File: config.mk
export PLATFORM = sky130hd
export DESIGN_NAME = mem_stage_lsu
export DESIGN_NICKNAME = d
export VERILOG_FILES = /design/src/rtl/mem_stage_lsu_pkg.sv /design/src/rtl/mem_stage_lsu_align.sv /design/src/rtl/mem_stage_lsu.sv
export SDC_FILE = /design/constraint.sdc
export NUM_CORES = 1
export LEC_CHECK = 0
export CAP_MARGIN = 10
export CORE_ASPECT_RATIO = 1.5
export CORE_UTILIZATION = 37
export CTS_CLUSTER_SIZE = 40
export DETAILED_ROUTE_END_ITERATION = 6
export PLACE_DENSITY = 0.82
export SYNTH_ARGS = -nofsm -noshare
export SYNTH_HDL_FRONTEND = slang
export SYNTH_HIERARCHICAL = 1
export SYNTH_SLANG_ARGS = --single-unit
export TNS_END_PERCENT = 30
File: constraint.sdc
create_clock -name clk -period 2.3 [get_ports clk]
set_clock_uncertainty 0.1 [all_clocks]
set_input_delay 0.23 -clock clk [delete_from_list [all_inputs] [get_ports clk]]
set_output_delay 0.23 -clock clk [all_outputs]
set_load 0.01 [all_outputs]
File: src/rtl/mem_stage_lsu_pkg.sv
// Shared encodings for the RV32I memory stage: opcodes, width selectors,
// exception causes, FSM states and the WriteBack entry layout.
package mem_stage_lsu_pkg;

    localparam logic [6:0] OPC_LOAD  = 7'b0000011;
    localparam logic [6:0] OPC_STORE = 7'b0100011;
    localparam logic [6:0] OPC_JAL   = 7'b1101111;
    localparam logic [6:0] OPC_JALR  = 7'b1100111;

    localparam logic [2:0] F3_B  = 3'b000;
    localparam logic [2:0] F3_H  = 3'b001;
    localparam logic [2:0] F3_W  = 3'b010;
    localparam logic [2:0] F3_BU = 3'b100;
    localparam logic [2:0] F3_HU = 3'b101;

    localparam logic [3:0] CAUSE_LD_MISALIGN = 4'd4;
    localparam logic [3:0] CAUSE_LD_FAULT    = 4'd5;
    localparam logic [3:0] CAUSE_ST_MISALIGN = 4'd6;
    localparam logic [3:0] CAUSE_ST_FAULT    = 4'd7;

    localparam logic [1:0] ST_IDLE = 2'd0;
    localparam logic [1:0] ST_REQ  = 2'd1;
    localparam logic [1:0] ST_RSP  = 2'd2;

    typedef struct packed {
        logic [4:0]  rd;
        logic [6:0]  opcode;
        logic [31:0] data;
        logic        exc;
        logic [3:0]  cause;
    } wb_t;

    function automatic logic load_f3_ok(input logic [2:0] f3);
        return f3 inside {F3_B, F3_H, F3_W, F3_BU, F3_HU};
    endfunction

    function automatic logic store_f3_ok(input logic [2:0] f3);
        return f3 inside {F3_B, F3_H, F3_W};
    endfunction

endpackage

File: src/rtl/mem_stage_lsu_align.sv
// Byte-lane steering: byte enables, store replication, load extraction and
// extension, and misalignment detection for the low address bits.
module lsu_align
    import mem_stage_lsu_pkg::*;
(
    input  logic [2:0]  func3_i,
    input  logic [1:0]  addr_lo_i,
    input  logic [31:0] store_data_i,
    input  logic [31:0] rdata_i,
    output logic [3:0]  sel_o,
    output logic [31:0] wdata_o,
    output logic [31:0] load_data_o,
    output logic        misalign_o
);
    logic [31:0] shifted;

    always_comb begin
        shifted     = rdata_i >> {addr_lo_i, 3'b000};
        sel_o       = 4'b1111;
        wdata_o     = store_data_i;
        load_data_o = shifted;
        misalign_o  = 1'b0;
        case (func3_i[1:0])
            2'b00: begin
                sel_o       = 4'b0001 << addr_lo_i;
                wdata_o     = {4{store_data_i[7:0]}};
                load_data_o = func3_i[2] ? {24'b0, shifted[7:0]}
                                         : {{24{shifted[7]}}, shifted[7:0]};
            end
            2'b01: begin
                sel_o       = 4'b0011 << addr_lo_i;
                wdata_o     = {2{store_data_i[15:0]}};
                load_data_o = func3_i[2] ? {16'b0, shifted[15:0]}
                                         : {{16{shifted[15]}}, shifted[15:0]};
                misalign_o  = addr_lo_i[0];
            end
            default: misalign_o = |addr_lo_i;
        endcase
    end

endmodule

File: src/rtl/mem_stage_lsu.sv
// RV32I memory stage: request/grant/response FSM with timeout, Execute stall
// generation and the valid-qualified WriteBack register.
module mem_stage_lsu
    import mem_stage_lsu_pkg::*;
#(
    parameter int ADDR_WIDTH     = 32,
    parameter int TIMEOUT_CYCLES = 255
) (
    input  logic                  clk,
    input  logic                  rst_n,
    input  logic                  i_ex_valid,
    input  logic [31:0]           i_result,
    input  logic [31:0]           i_data_store,
    input  logic [31:0]           i_pc,
    input  logic [2:0]            i_func3,
    input  logic [4:0]            i_rd,
    input  logic [6:0]            i_opcode,
    output logic                  o_stall,
    output logic                  o_wb_valid,
    output logic [4:0]            o_wb_rd,
    output logic [6:0]            o_opcode,
    output logic [31:0]           o_wb_data,
    output logic                  o_exc,
    output logic [3:0]            o_exc_cause,
    output logic                  o_req,
    input  logic                  i_gnt,
    output logic                  o_wr_en,
    output logic [3:0]            o_sel,
    output logic [ADDR_WIDTH-1:0] o_addr,
    output logic [31:0]           o_wdata,
    input  logic                  i_rvalid,
    input  logic [31:0]           i_rdata,
    input  logic                  i_bus_err
);
    localparam int TW = (TIMEOUT_CYCLES > 1) ? $clog2(TIMEOUT_CYCLES + 1) : 1;

    logic [1:0]    state_q, state_d;
    logic [TW-1:0] tcnt_q, tcnt_d;
    wb_t           wb_q, wb_d;
    logic          wb_valid_q;
    logic          is_load, is_store, misalign, mem_go, timeout, retire;
    logic [31:0]   load_data;

    assign is_load  = (i_opcode == OPC_LOAD)  && load_f3_ok(i_func3);
    assign is_store = (i_opcode == OPC_STORE) && store_f3_ok(i_func3);

    lsu_align u_align (
        .func3_i     (i_func3),
        .addr_lo_i   (i_result[1:0]),
        .store_data_i(i_data_store),
        .rdata_i     (i_rdata),
        .sel_o       (o_sel),
        .wdata_o     (o_wdata),
        .load_data_o (load_data),
        .misalign_o  (misalign)
    );

    assign mem_go  = i_ex_valid && (is_load || is_store) && !misalign;
    // Fires on the cycle the counter would reach TIMEOUT_CYCLES.
    assign timeout = (TIMEOUT_CYCLES != 0) && (state_q != ST_IDLE) &&
                     (tcnt_q == TW'(TIMEOUT_CYCLES - 1));

    assign o_addr  = {i_result[ADDR_WIDTH-1:2], 2'b00};
    assign o_wr_en = is_store;

    always_comb begin
        state_d = state_q;
        tcnt_d  = tcnt_q;
        o_req   = 1'b0;
        o_stall = 1'b0;
        retire  = 1'b0;
        case (state_q)
            ST_IDLE: begin
                tcnt_d = '0;
                if (mem_go) begin
                    o_req   = 1'b1;
                    o_stall = 1'b1;
                    state_d = i_gnt ? ST_RSP : ST_REQ;
                end else if (i_ex_valid) begin
                    retire = 1'b1;
                end
            end
            ST_REQ: begin
                tcnt_d = tcnt_q + TW'(1);
                if (timeout) begin
                    retire  = 1'b1;
                    state_d = ST_IDLE;
                    tcnt_d  = '0;
                end else begin
                    o_req   = 1'b1;
                    o_stall = 1'b1;
                    if (i_gnt) state_d = ST_RSP;
                end
            end
            ST_RSP: begin
                tcnt_d = tcnt_q + TW'(1);
                if (i_rvalid || timeout) begin
                    retire  = 1'b1;
                    state_d = ST_IDLE;
                    tcnt_d  = '0;
                end else begin
                    o_stall = 1'b1;
                end
            end
            default: state_d = ST_IDLE;
        endcase
    end

    always_comb begin
        wb_d        = '0;
        wb_d.rd     = i_rd;
        wb_d.opcode = i_opcode;
        wb_d.data   = i_result;
        if (state_q == ST_IDLE) begin
            if ((is_load || is_store) && misalign) begin
                wb_d.exc   = 1'b1;
                wb_d.cause = is_store ? CAUSE_ST_MISALIGN : CAUSE_LD_MISALIGN;
                wb_d.data  = '0;
            end else if (i_opcode == OPC_JAL || i_opcode == OPC_JALR) begin
                wb_d.data = i_pc + 32'd4;
            end
        end else if (state_q == ST_RSP && i_rvalid && !i_bus_err) begin
            wb_d.data = is_store ? 32'd0 : load_data;
        end else begin
            // Bus error or timeout: access fault.
            wb_d.exc   = 1'b1;
            wb_d.cause = is_store ? CAUSE_ST_FAULT : CAUSE_LD_FAULT;
            wb_d.data  = '0;
        end
    end

    always_ff @(posedge clk or negedge rst_n) begin
        if (!rst_n) begin
            state_q    <= ST_IDLE;
            tcnt_q     <= '0;
            wb_valid_q <= 1'b0;
            wb_q       <= '0;
        end else begin
            state_q    <= state_d;
            tcnt_q     <= tcnt_d;
            wb_valid_q <= retire;
            if (retire) wb_q <= wb_d;
        end
    end

    assign o_wb_valid  = wb_valid_q;
    assign o_wb_rd     = wb_q.rd;
    assign o_opcode    = wb_q.opcode;
    assign o_wb_data   = wb_q.data;
    assign o_exc       = wb_q.exc;
    assign o_exc_cause = wb_q.cause;

endmodule

# Word-level counts from Yosys, hierarchy flattened
# Index checks and enable logic that the tools add are counted.
# word_totals
regBits,60
output_inout_bits,121
word_cells,84
# classes
n_addsub,2
n_eq_ne,15
shift,3
n_mux,34
reduce_logical,22
# op_table
operator,n
$mux W32,6
$pmux W32 S2,2
$mux W37,1
$add A32 B3 Y32 const B,1
$shr A32 B5 Y32,1
$pmux W8 S3,1
$mux W8,2
$eq A7 B7 Y1 const B,2
$mux W2,7
$mux W5,2
$add A8 B1 Y8 const B,1
$eq A8 B8 Y1 const B,1
$logic_and A1 B1 Y1,8
$pmux W4 S2,1
$eq A7 B2 Y1 const B,1
$eq A7 B6 Y1 const B,1
$mux W1,7
$eq A3 B3 Y1 const B,2
$pmux W1 S3,2
$pmux W2 S3,1
$reduce_bool A3 Y1,2
$reduce_bool A5 Y1,1
$eq A2 B1 Y1 const B,2
$logic_not A2 Y1,2
other kinds (14),19

# Depth between registers and ports, before layout
# Gate-level depths: netlist of run 1.
# logic_depth
ltp_word,8
depth_mapped,12
mapped_depth_nobuf,8

# Hierarchy
# The synthesis of run 1 kept the hierarchy.
# modules_own_cells
module,n_inst,cells_per_inst,area_per_inst_um2,seq_area_each_um2
mem_stage_lsu,1,460,3856.2,1451.4
lsu_align,1,198,1380.1,0.0

# Least setup slack after synthesis of run 1
# No wires, ideal clock.
# synth_path
kind,in2reg
from,input i_func3[1]
to,"register wb_q, in the netlist o_opcode[0]"
setup_time_ns,0.125
arrival_ns,2.074
required_time_ns,2.075
slack_ns,0.001
path_stages,10
cell_sequence,buf_6 clkbuf_1 buf_2 o21ai_0 nand2_1 nand4b_1 a221oi_2 nor2_2 buf_2 mux2_2
# synth_between
elab_cells_between_ends,18
cone_classes,eq/ne: 5; mux: 3; reduce/logical: 10
# synth_lines
item,line_no,source
"start, declared",mem_stage_lsu.sv:15,"input logic [2:0] i_func3,"
$eq A2 B1 Y1 or $logic_not A2 Y1 (tied branches),mem_stage_lsu_align.sv:23,case (func3_i[1:0])
$pmux W1 S2 (*),mem_stage_lsu_align.sv:23,
net misalign,mem_stage_lsu.sv:41,"logic is_load, is_store, misalign, mem_go, timeout, retire;"
$logic_not A1 Y1 (*),mem_stage_lsu.sv:58,assign mem_go = i_ex_valid && (is_load || is_store) && !misalign;
$logic_and A1 B1 Y1 (*),mem_stage_lsu.sv:58,
$mux W1 (*),mem_stage_lsu.sv:75,if (mem_go) begin
$pmux W1 S3 (*),mem_stage_lsu.sv:72,case (state_q)
"end signal, assigned",mem_stage_lsu.sv:142,if (retire) wb_q <= wb_d;
"end, declared",mem_stage_lsu.sv:39,"wb_t wb_q, wb_d;"
# The timed path passes the listed nets; every way through them passes the cells marked *.
# A chain may end at the register's enable or synchronous reset.

# Worst setup path after layout of run 1
# layout_path
from,register state_q[0]
to,output o_req
# layout_between
elab_chain_cells,4
elab_cells_between_ends,6
cone_classes,eq/ne: 1; mux: 2; reduce/logical: 3
# layout_lines
item,line_no,source
"start, declared",mem_stage_lsu.sv:37,"logic [1:0] state_q, state_d;"
"start signal, assigned",mem_stage_lsu.sv:139,state_q <= state_d;
$reduce_bool A2 Y1,mem_stage_lsu.sv:60,assign timeout = (TIMEOUT_CYCLES != 0) && (state_q != ST_IDLE) &&
$logic_and A1 B1 Y1,mem_stage_lsu.sv:60,
$mux W1,mem_stage_lsu.sv:85,if (timeout) begin
$pmux W1 S2 (*),mem_stage_lsu.sv:72,
"end, declared",mem_stage_lsu.sv:25,"output logic o_req,"
# Mark *: on every way between the ends. The rest lies on a longest branch, timed or not.

==> summary.md, run 1 <==
| Metric | Value |
|---|---|
| Initial antenna violation count | 1 |
| Sequential cell area fraction in the yosys report | 27.7% |
| Tcrit/Tclk final | 99.7% |
| RSZ-0062 raised after global routing | true |
| WHS Path Cells | 2 |
| Final hold violation count | 0 |
| Area Overhead vs Synth | 65.7% |
| GRT Util Overall | 26.5% |
| Vias in the first global route | 5859 |
| Full die area | 0.0146 sq mm |
| Slowest cell on the critical path | dfrtp_1 |
| Sw Share | 34.7% |
| Fin util | 63.5% |
| Die boundary height | 148 um |
| Clock Pin Slew Worst Setup and Hold Paths | 0.05 ns |
| Worst Path Required | 1.97 ns |
| Starting Density | 38.3% |
| CTS root buffer | clkbuf_16 |
| Final WS setup | 0.00675 ns |
| Peak supply drop | 0.510 mV |
| First-pass GRT wire length | 29.9 mm |
| Final slew viol count | 0 |
| Commonest cells in the netlist | nand2_1 (95), nor2_1 (87), dfrtp_1 (58) |
| DR vias/cell | 5.37 |
| Seq. cell area | 0.00145 sq mm |
| Post-synth EDFFs | 0 |
| CTS Buf Count | 9 |
| Routed wire per std cell | 17.6 um |
| Status | complete, no violations |
| Post-route DRC | 0 |
| Hold EP | o_opcode[3] |
| Largest net degree at the start of global routing | 59 |
| CTS tree | yes |
| Critical-path maximum fanout | 7 |
| Setup TNS | 0 ns |
| Hold_sp | i_opcode[3] |
| Max_slew headroom | 48.2% |
| CP startpoint kind | register |
| Die width | 99.1 um |
| Leading area contributor after synthesis | dfrtp_1 |
| Post-route cell area | 0.00867 sq mm |
| Final-report setup violation count | 0 |
| Fin nets | 1098 |
| Most frequent cell after synthesis | nand2_1 |
| Mapped Cells | 658 |
| Detail Placement HPWL | 15.6 mm |
| Seq cells post-synth | 58 |
| Synth top area cells | dfrtp_1 (28%), nand2_1 (6.8%), mux2_2 (6.2%) |
| Pre-CTS WS | -0.444 ns |
| Sequential share of power | 26.2% |
| Max cap viols | 0 |
| CTS max path bufs | 2 |
| I/O Buffers | 266 |
| Multi-input gate area | 0.00327 sq mm |
| Crit path buf inv count | 2 |
| Combinational power share | 52.3% |
| Initial DRT Pass Iterations | 5 |
| Yosys warns | 6 |
| Post-synth cell types | 60 |
| Filler Cell Count | 1173 |
| Cell Pwr Density | 751 mW/mm^2 |
| WS Path Type | register to output pin |
| Clk_lat worst skew | 0.33 ns |
| # rows | 52 |
| Worst Max-Slew Pin Slew | 0.777 ns |
| Worst R2R Start | state_q[0] |
| Worst R2R End | o_wb_rd[0] |
| Max incr delay on CP | 0.36 ns |
| Pleak | 3.66 nW |
| Avg Cell Area, Syn | 7.96 sq um |
| Placed cell area | 0.00821 sq mm |
| Worst Path Arrival | 1.96 ns |
| HP Class | input port to register |
| Via count | 5956 |
| Worst path cell trace | inv_1, ha_2, nand3b_1, or3_1, nand2_1, nand2_1, dlygate4sd2_1 |
| DRT antenna net count | 0 |
| DRT Wirelength | 19.6 mm |
| Top-area cell type share of the netlist area | 27.7% |
| Hold WS | 0.139 ns |
| Async SR Flop Fraction | 100% |
| Clock network fraction of total power | 21.5% |
| Top FF cell, synth | dfrtp_1 |
| Synth Cell Area | 0.00524 sq mm |
| Placeable Area | 0.0137 sq mm |
| Clock Sinks | 58 |
| Critical path's most frequent cell | nand2_1 |
| H-Tree Depth | 3 |
| Worst reg2reg path depth | 9 |
| Min Tclk post-route | 2.29 ns |
| Max Fclk | 436 MHz |
| CP delay by family, top | simple AND/OR/NAND/NOR gates |
| Ports | 270 |
| Global route overflow | 0 |
| GP Congestion | 0.974 |
| Layout cells sized above 1 | 18.3% |
| First DRT Iteration DRCs | 271 |
| Sw power | 2.26 mW |
| Internal | 4.25 mW |
| FF-to-FF setup slack | 0.10 ns |
| Worst Setup End Kind | output pin |
sequential cells by signal, summed over array words and instances (netlist names):
register     flops
tcnt_q           8
o_exc_cause      3
o_wb_data       32
state_q          2
o_wb_rd          5
o_wb_valid       1
o_opcode         7
timing repair:
action | in CTS | in global routing
gates cloned | 0 | 0
endpoints found under the setup margin | 52 | 63
endpoints found under the hold margin | 32 | 0
pin swaps | 2 | 6
resized for setup | 15 | 9
buffers inserted | 0 | 9
hold buffers | 1 | 0
cell families after synthesis:
| kind of cell | count (synthesis) | synth area share (%) |
|---|---|---|
| buffers and inverters | 92 | 10.7 |
| muxes | 48 | 9.96 |
| and+or+nand+nor | 271 | 25.2 |
| xor gates and xnor gates | 30 | 5.02 |
| AOI/OAI and AO/OA | 150 | 19.4 |
| other | 1 | 0.0716 |
| adders and majority gates | 8 | 1.91 |
| DFF | 58 | 27.7 |
how the worst max path moves through the flow:
stage / startpoint / to / slack [ns] / cells past startpoint
6_report: state_q[0] / o_req / 0.007 / 7
5_1_grt: tcnt_q[0] / o_req / -0.06 / 7
4_1_cts: i_func3[0] / o_wdata[15] / -0.09 / 7
3_5_place_dp: i_func3[0] / o_stall / -0.44 / 8
3_3_place_gp: i_func3[0] / o_stall / -0.39 / 8
2_1_floorplan: i_func3[1] / o_opcode[0] / 0.001 / 10
through the flow:
step	power (mW)	instances
finish	6.52	1109
CTS	6.42	1099
floorplan	3.14	660
global route	6.86	1109
global placement	4.93	1082
detailed placement	4.99	1082
power by group through the flow:
stage          Clock (mW)  Sequential (mW)  Combinational, mW
6_report             1.40             1.71               3.41
3_3_place_gp            0             1.71               3.22
2_1_floorplan           0             1.88               1.26
5_1_grt              1.47             1.75               3.64
4_1_cts              1.42             1.71               3.29
3_5_place_dp            0             1.72               3.27
routing by layer:
metal / GRT usage, % / up-vias / share of wire, %
li1: - / 2848 / -
met1: 29.0 / 2809 / 38
met2: 47.4 / 253 / 51
met3: 5.96 / 46 / 6.4
met4: 14.1 / 0 / 4.3
met5: 0 / - / 0
area by class of cell:
cell class,count,share of cell area [%]
antenna,1,0.0288
clock buffer,12,3.07
clock inverter,4,0.563
inverter,7,0.303
multi-input combinational,510,37.7
sequential,58,16.7
tap,162,2.34
timing repair buffer,355,39.3
cell usage in the layout, fill, tap and decap left out, drive strengths merged, types with 4 or more instances in the layout:
cell type      synthesis  routed
ha                     8       8
clkdlybuf4s50          0     255
nand4                 11      11
nor3                   5       5
nand2                 95      95
xor2                   6       6
a22oi                  4       4
buf                   66      89
mux2i                 18      18
clkbuf                19      14
nor2                  89      89
a21oi                 51      51
a222oi                 4       4
mux2                  30      30
inv                    7       7
nor4                   4       4
a211oi                16      16
xnor2                 24      24
a2bb2oi                8       8
nand3                 29      29
o21ai                 36      36
a31oi                 17      17
o21bai                 4       4
dfrtp                 58      58
nor2b                 11      11
and4                   4       4
and3                   7       7
dlygate4sd2            0       4
(Power assumes the default switching activity.)
==> inputs of run 2 (changes only) <==
--- a/config.mk
+++ b/config.mk
@@ -7,10 +7,10 @@
 export LEC_CHECK = 0
 export CAP_MARGIN = 10
 export CORE_ASPECT_RATIO = 1.5
-export CORE_UTILIZATION = 37
+export CORE_UTILIZATION = 40
 export CTS_CLUSTER_SIZE = 40
 export DETAILED_ROUTE_END_ITERATION = 6
-export PLACE_DENSITY = 0.82
+export PLACE_DENSITY = 0.84
 export SYNTH_ARGS = -nofsm -noshare
 export SYNTH_HDL_FRONTEND = slang
 export SYNTH_HIERARCHICAL = 1
==> constraint.sdc (replaced) <==
create_clock -name clk -period 2.2 [get_ports clk]
set_clock_uncertainty 0.1 [all_clocks]
set_input_delay 0.22 -clock clk [delete_from_list [all_inputs] [get_ports clk]]
set_output_delay 0.22 -clock clk [all_outputs]
set_load 0.01 [all_outputs]
==> summary.md, run 2 (synthesis gave the netlist of run 1 again) <==
| Metric | Value |
|---|---|
| Hold WS | 0.260 ns |
| I/O Buffers | 266 |
| CTS root buffer | clkbuf_16 |
| Full die area | 0.0136 sq mm |
| DRT Wirelength | 21.3 mm |
| Filler Cell Count | 933 |
| Post-route DRC | 0 |
| Max incr delay on CP | 0.41 ns |
| WHS Path Cells | 2 |
| CTS tree | yes |
| Placeable Area | 0.0126 sq mm |
| Met3 Use GR | 4.65% |
| Initial antenna violation count | 0 |
| Worst Setup End Kind | register |
| Status | finished with violations |
| Worst R2R Start | state_q[0] |
| Seq. cell area | 0.00145 sq mm |
| Die width | 95.4 um |
| Routed wire per std cell | 18.8 um |
| Clock Sinks | 58 |
| Grt met2 use | 52.7% |
| WS Path Type | register to register |
| Final-report setup violation count | 16 |
| Final hold violation count | 0 |
| CTS Buf Count | 9 |
| H-Tree Depth | 3 |
| Commonest non-fill, non-tap cell in the layout | clkdlybuf4s50_1 |
| CTS max path bufs | 2 |
| M1 GR Usage | 31.1% |
| GRT Util Overall | 28.7% |
| RSZ-0062 raised after global routing | true |
| DRT antenna net count | 0 |
| Final WS setup | -0.0352 ns |
| HP Class | input port to register |
| # rows | 50 |
| Peak supply drop | 0.477 mV |
| Worst path cell trace | inv_2, ha_4, buf_6, nand4b_1, o21bai_2, a221oi_4, nor2_4, buf_12, buf_12, clkbuf_16, nor2_2, a31oi_1 |
| Die boundary height | 142 um |
| Vias in the first global route | 5975 |
| Detail Placement HPWL | 15.7 mm |
| Slowest cell on the critical path | dfrtp_1 |
| N_diodes | 0 |
| Cell Pwr Density | 809 mW/mm^2 |
| Ports | 270 |
| Largest net degree at the start of global routing | 68 |
| Starting Density | 41.4% |
| Max Fclk | 447 MHz |
| Critical path's most frequent cell | buf_12 |
| First DRT Iteration DRCs | 475 |
| GP Congestion | 0.939 |
| FF-to-FF setup slack | -0.04 ns |
| Clk_lat worst skew | 0.33 ns |
| Max_slew headroom | 55.3% |
| Multi-input gate area | 0.00347 sq mm |
| Critical-path maximum fanout | 9 |
| First-pass GRT wire length | 29.8 mm |
| Final slew viol count | 0 |
| Worst reg2reg path depth | 12 |
| Worst Path Required | 2.30 ns |
| Worst R2R End | o_wb_data[30] |
| Max FFs per register | 32 |
| Worst Max-Slew Pin Slew | 0.671 ns |
| Critical path origin | state_q[0] |
| Critical Path End | o_wb_data[30] |
| Most frequent cells in the layout | clkdlybuf4s50_1 (256), buf_4 (98), nand2_1 (94) |
| Initial DRT Pass Iterations | 5 |
| Via count | 6331 |
| Tcrit/Tclk final | 102% |
| Layout cells sized above 1 | 24.3% |
| Pre-CTS WS | -0.524 ns |
| DR vias/cell | 5.61 |
| Failing checks | negative setup slack |
| Min Tclk post-route | 2.24 ns |
| Max cap viols | 0 |
| CP startpoint kind | register |
| Area Overhead vs Synth | 74.9% |
| Worst Path Arrival | 2.34 ns |
| Pleak | 3.86 nW |
| Clock Pin Slew Worst Setup and Hold Paths | 0.06 ns |
| Fin nets | 1125 |
| Most Crowded Layer GR | met2 |
| Global route overflow | 0 |
-- run 2: cell types whose count changed in the layout (fill, tap and decap cells not counted), moves of 4 or more --
| cell | previous run | this run |
|---|---|---|
| nor2_1 | 87 | 67 |
| mux2_2 | 29 | 17 |
| buf_4 | 78 | 98 |
| nor2_2 | 1 | 14 |
| o21ai_0 | 34 | 29 |
| mux2_4 | 1 | 13 |
| o21ai_1 | 1 | 5 |
| nor2_4 | 1 | 8 |
| clkbuf_16 | 9 | 14 |
-- run 2: cell type report --
class | instances | area share, %
multi-input cells | 510 | 37.9
clock inverters | 6 | 0.724
clock buffers | 10 | 2.50
flip-flops and latches | 58 | 15.8
well taps | 156 | 2.13
repair buffers | 382 | 40.6
inverters | 7 | 0.287
-- run 2: routing by layer --
layer / share of wire (%) / vias up / wire (um)
met5: 0 / - / 0
met4: 5.1 / 0 / 1080
met3: 8.5 / 72 / 1800
met2: 52 / 400 / 11100
met1: 34 / 2955 / 7310
li1: - / 2904 / -
-- run 2: worst min path at each step --
stage           startpoint             end  slack (ns)
2_1_floorplan        rst_n  o_exc_cause[0]       -0.18
3_3_place_gp         rst_n      o_wb_rd[4]        0.18
3_5_place_dp         rst_n      o_wb_rd[4]        0.19
4_1_cts        i_opcode[3]     o_opcode[3]        0.26
5_1_grt        i_opcode[3]     o_opcode[3]        0.26
6_report       i_opcode[3]     o_opcode[3]        0.26
-- run 2: repair_timing --
action / in CTS / in global routing
hold buffers: 1 / 0
gates cloned: 0 / 6
pin swaps: 7 / 8
hold endpoints to repair: 26 / 0
setup buffers: 4 / 11
setup endpoints to repair: 66 / 53
resized for setup: 23 / 64
-- run 2: report_power, final --
group          switching, mW  internal, mW  leakage [nW]
combinational           1.84          2.33          3.02
clock                  0.512         0.877         0.135
sequential             0.329          1.52         0.697
total                   2.68          4.72          3.86
-- run 2: critical path, delay by kind of cell, from the launching register on --
kind / cells / cell delay (ns)
buffers and inverters: 5 / 0.62
AO/OA/AOI/OAI: 3 / 0.51
flip-flops: 1 / 0.41
AND/OR/NAND/NOR: 3 / 0.33
adder cells (fa/ha/maj): 1 / 0.14
-- run 2: through the flow --
stage	cell area [sq um]	setup TNS [ns]	cells	util, %	power [mW]
detailed placement	8370	-20.67	1094	66.3	5.27
global route	9160	-3.91	1129	72.5	7.76
global placement	8370	-16.49	1094	66.3	5.19
CTS	8720	0	1115	69.0	6.68
finish	9160	-0.234	1129	72.5	7.41
floorplan	5260	0	660	-	3.30
==> inputs of run 3 (changes only) <==
--- a/config.mk
+++ b/config.mk
@@ -10,7 +10,8 @@
 export CORE_UTILIZATION = 40
 export CTS_CLUSTER_SIZE = 40
 export DETAILED_ROUTE_END_ITERATION = 6
-export PLACE_DENSITY = 0.84
+export HOLD_SLACK_MARGIN = 0.15
+export PLACE_DENSITY = 0.91
 export SYNTH_ARGS = -nofsm -noshare
 export SYNTH_HDL_FRONTEND = slang
 export SYNTH_HIERARCHICAL = 1
==> summary.md, run 3 (synthesis gave the netlist of run 1 again) <==
| Metric | Value |
|---|---|
| CTS Buf Count | 9 |
| Worst Max-Slew Pin Slew | 0.692 ns |
| Peak supply drop | 0.536 mV |
| CTS root buffer | clkbuf_16 |
| Fin nets | 1116 |
| Worst Setup End Kind | output pin |
| First DRT Iteration DRCs | 528 |
| Max incr delay on CP | 0.39 ns |
| Pleak | 3.73 nW |
| CP startpoint kind | register |
| Max Fclk | 459 MHz |
| Final-report setup violation count | 0 |
| Clk_lat worst skew | 0.34 ns |
| Cell Pwr Density | 778 mW/mm^2 |
| Min Tclk post-route | 2.18 ns |
| Die boundary height | 142 um |
| CTS max path bufs | 2 |
| CTS tree | yes |
| Setup TNS | 0 ns |
| Max cap viols | 0 |
| Worst Path Arrival | 1.86 ns |
| Area Overhead vs Synth | 68.0% |
| GP Congestion | 0.953 |
| Ports | 270 |
| Starting Density | 41.4% |
| Initial antenna violation count | 0 |
| Layout cells sized above 1 | 21.0% |
| Placeable Area | 0.0126 sq mm |
| Slowest cell on the critical path | dfrtp_1 |
| Filler Cell Count | 923 |
| Seq. cell area | 0.00145 sq mm |
| DRT antenna net count | 0 |
| Tcrit/Tclk final | 98.9% |
| Critical-path maximum fanout | 5 |
| N_diodes | 0 |
| I/O Buffers | 266 |
| Multi-input gate area | 0.00332 sq mm |
| Clock Sinks | 58 |
| GRT Util Overall | 30.7% |
| H-Tree Depth | 3 |
| Final hold violation count | 0 |
| Most frequent cells in the layout | clkdlybuf4s50_1 (253), buf_4 (97), nand2_1 (94) |
| Power Total | 6.84 mW |
| First-pass GRT wire length | 31.5 mm |
| Pre-CTS WS | -0.498 ns |
| DRT Wirelength | 21.3 mm |
| Full die area | 0.0136 sq mm |
| Worst path cell trace | inv_2, ha_4, nand3b_1, or3_4, o21ai_0, a21oi_1, clkbuf_2 |
| Via count | 6306 |
| Die width | 95.4 um |
| Largest net degree at the start of global routing | 43 |
| DR vias/cell | 5.63 |
| CP delay by family, top | simple AND/OR/NAND/NOR gates |
| Detail Placement HPWL | 16.3 mm |
| Crit path buf inv count | 2 |
| Status | finished with violations |
| Worst Path Required | 1.88 ns |
| Failing checks | design-rule violations |
| # rows | 50 |
| Max_slew headroom | 53.8% |
| Final slew viol count | 0 |
| Post-route DRC | 31 |
| WS Path Type | register to output pin |
| Commonest non-fill, non-tap cell in the layout | clkdlybuf4s50_1 |
| Vias in the first global route | 6069 |
| Max FFs per register | 32 |
| Initial DRT Pass Iterations | 7 |
| Routed wire per std cell | 19.0 um |
| Clock Pin Slew Worst Setup and Hold Paths | 0.05 ns |
| Final WS setup | 0.0235 ns |
| Global route overflow | 0 |
| HP Class | input port to register |
run 3: final cells by class:
class,instances,share of cell area [%]
sequential,58,16.5
inverter,7,0.299
tap,156,2.22
multi-input combinational,510,37.7
timing repair buffer,373,39.9
clock buffer,11,2.76
clock inverter,5,0.612
run 3: metal layers:
metal	vias up	GRT usage [%]	part of all wire [%]
met2	342	55.3	53
met4	0	15.6	4.6
met1	3001	33.1	35
met3	71	6.36	7.9
met5	-	0	0
li1	2892	-	-
run 3: path summary, 6_finish.rpt:
check                       startpoint        endpoint  slack [ns]  cells after the start
hold reg to reg            o_opcode[6]     o_opcode[6]        0.41                      1
max in group asynchronous        rst_n  o_exc_cause[2]        0.91                      3
hold / removal             i_opcode[3]     o_opcode[3]        0.28                      2
min in group asynchronous        rst_n   o_wb_data[14]        0.36                      2
setup / recovery            state_q[0]         o_stall        0.02                      7
setup reg to reg            state_q[0]       tcnt_q[2]        0.08                     10
run 3: report_power, final:
| group | total [mW] | internal (mW) | switching (mW) |
|---|---|---|---|
| combinational | 3.63 | 1.99 | 1.65 |
| clock | 1.40 | 0.902 | 0.499 |
| sequential | 1.81 | 1.52 | 0.294 |
| total | 6.84 | 4.40 | 2.44 |
run 3: repair_timing:
action,CTS,global route
hold endpoints to repair,26,2
pin swaps,6,9
hold buffers,1,2
gates resized for setup,23,21
endpoints found under the setup margin,79,59
setup buffers,7,3
run 3: metrics by stage:
stage	cell area [sq um]	hold WS (ns)	cells	util, %
detailed placement	8330	0.187	1092	65.9
global route	8800	0.284	1120	69.6
floorplan	5260	-0.176	660	-
CTS	8730	0.274	1116	69.1
global placement	8330	0.181	1092	65.9
finish	8800	0.280	1120	69.6
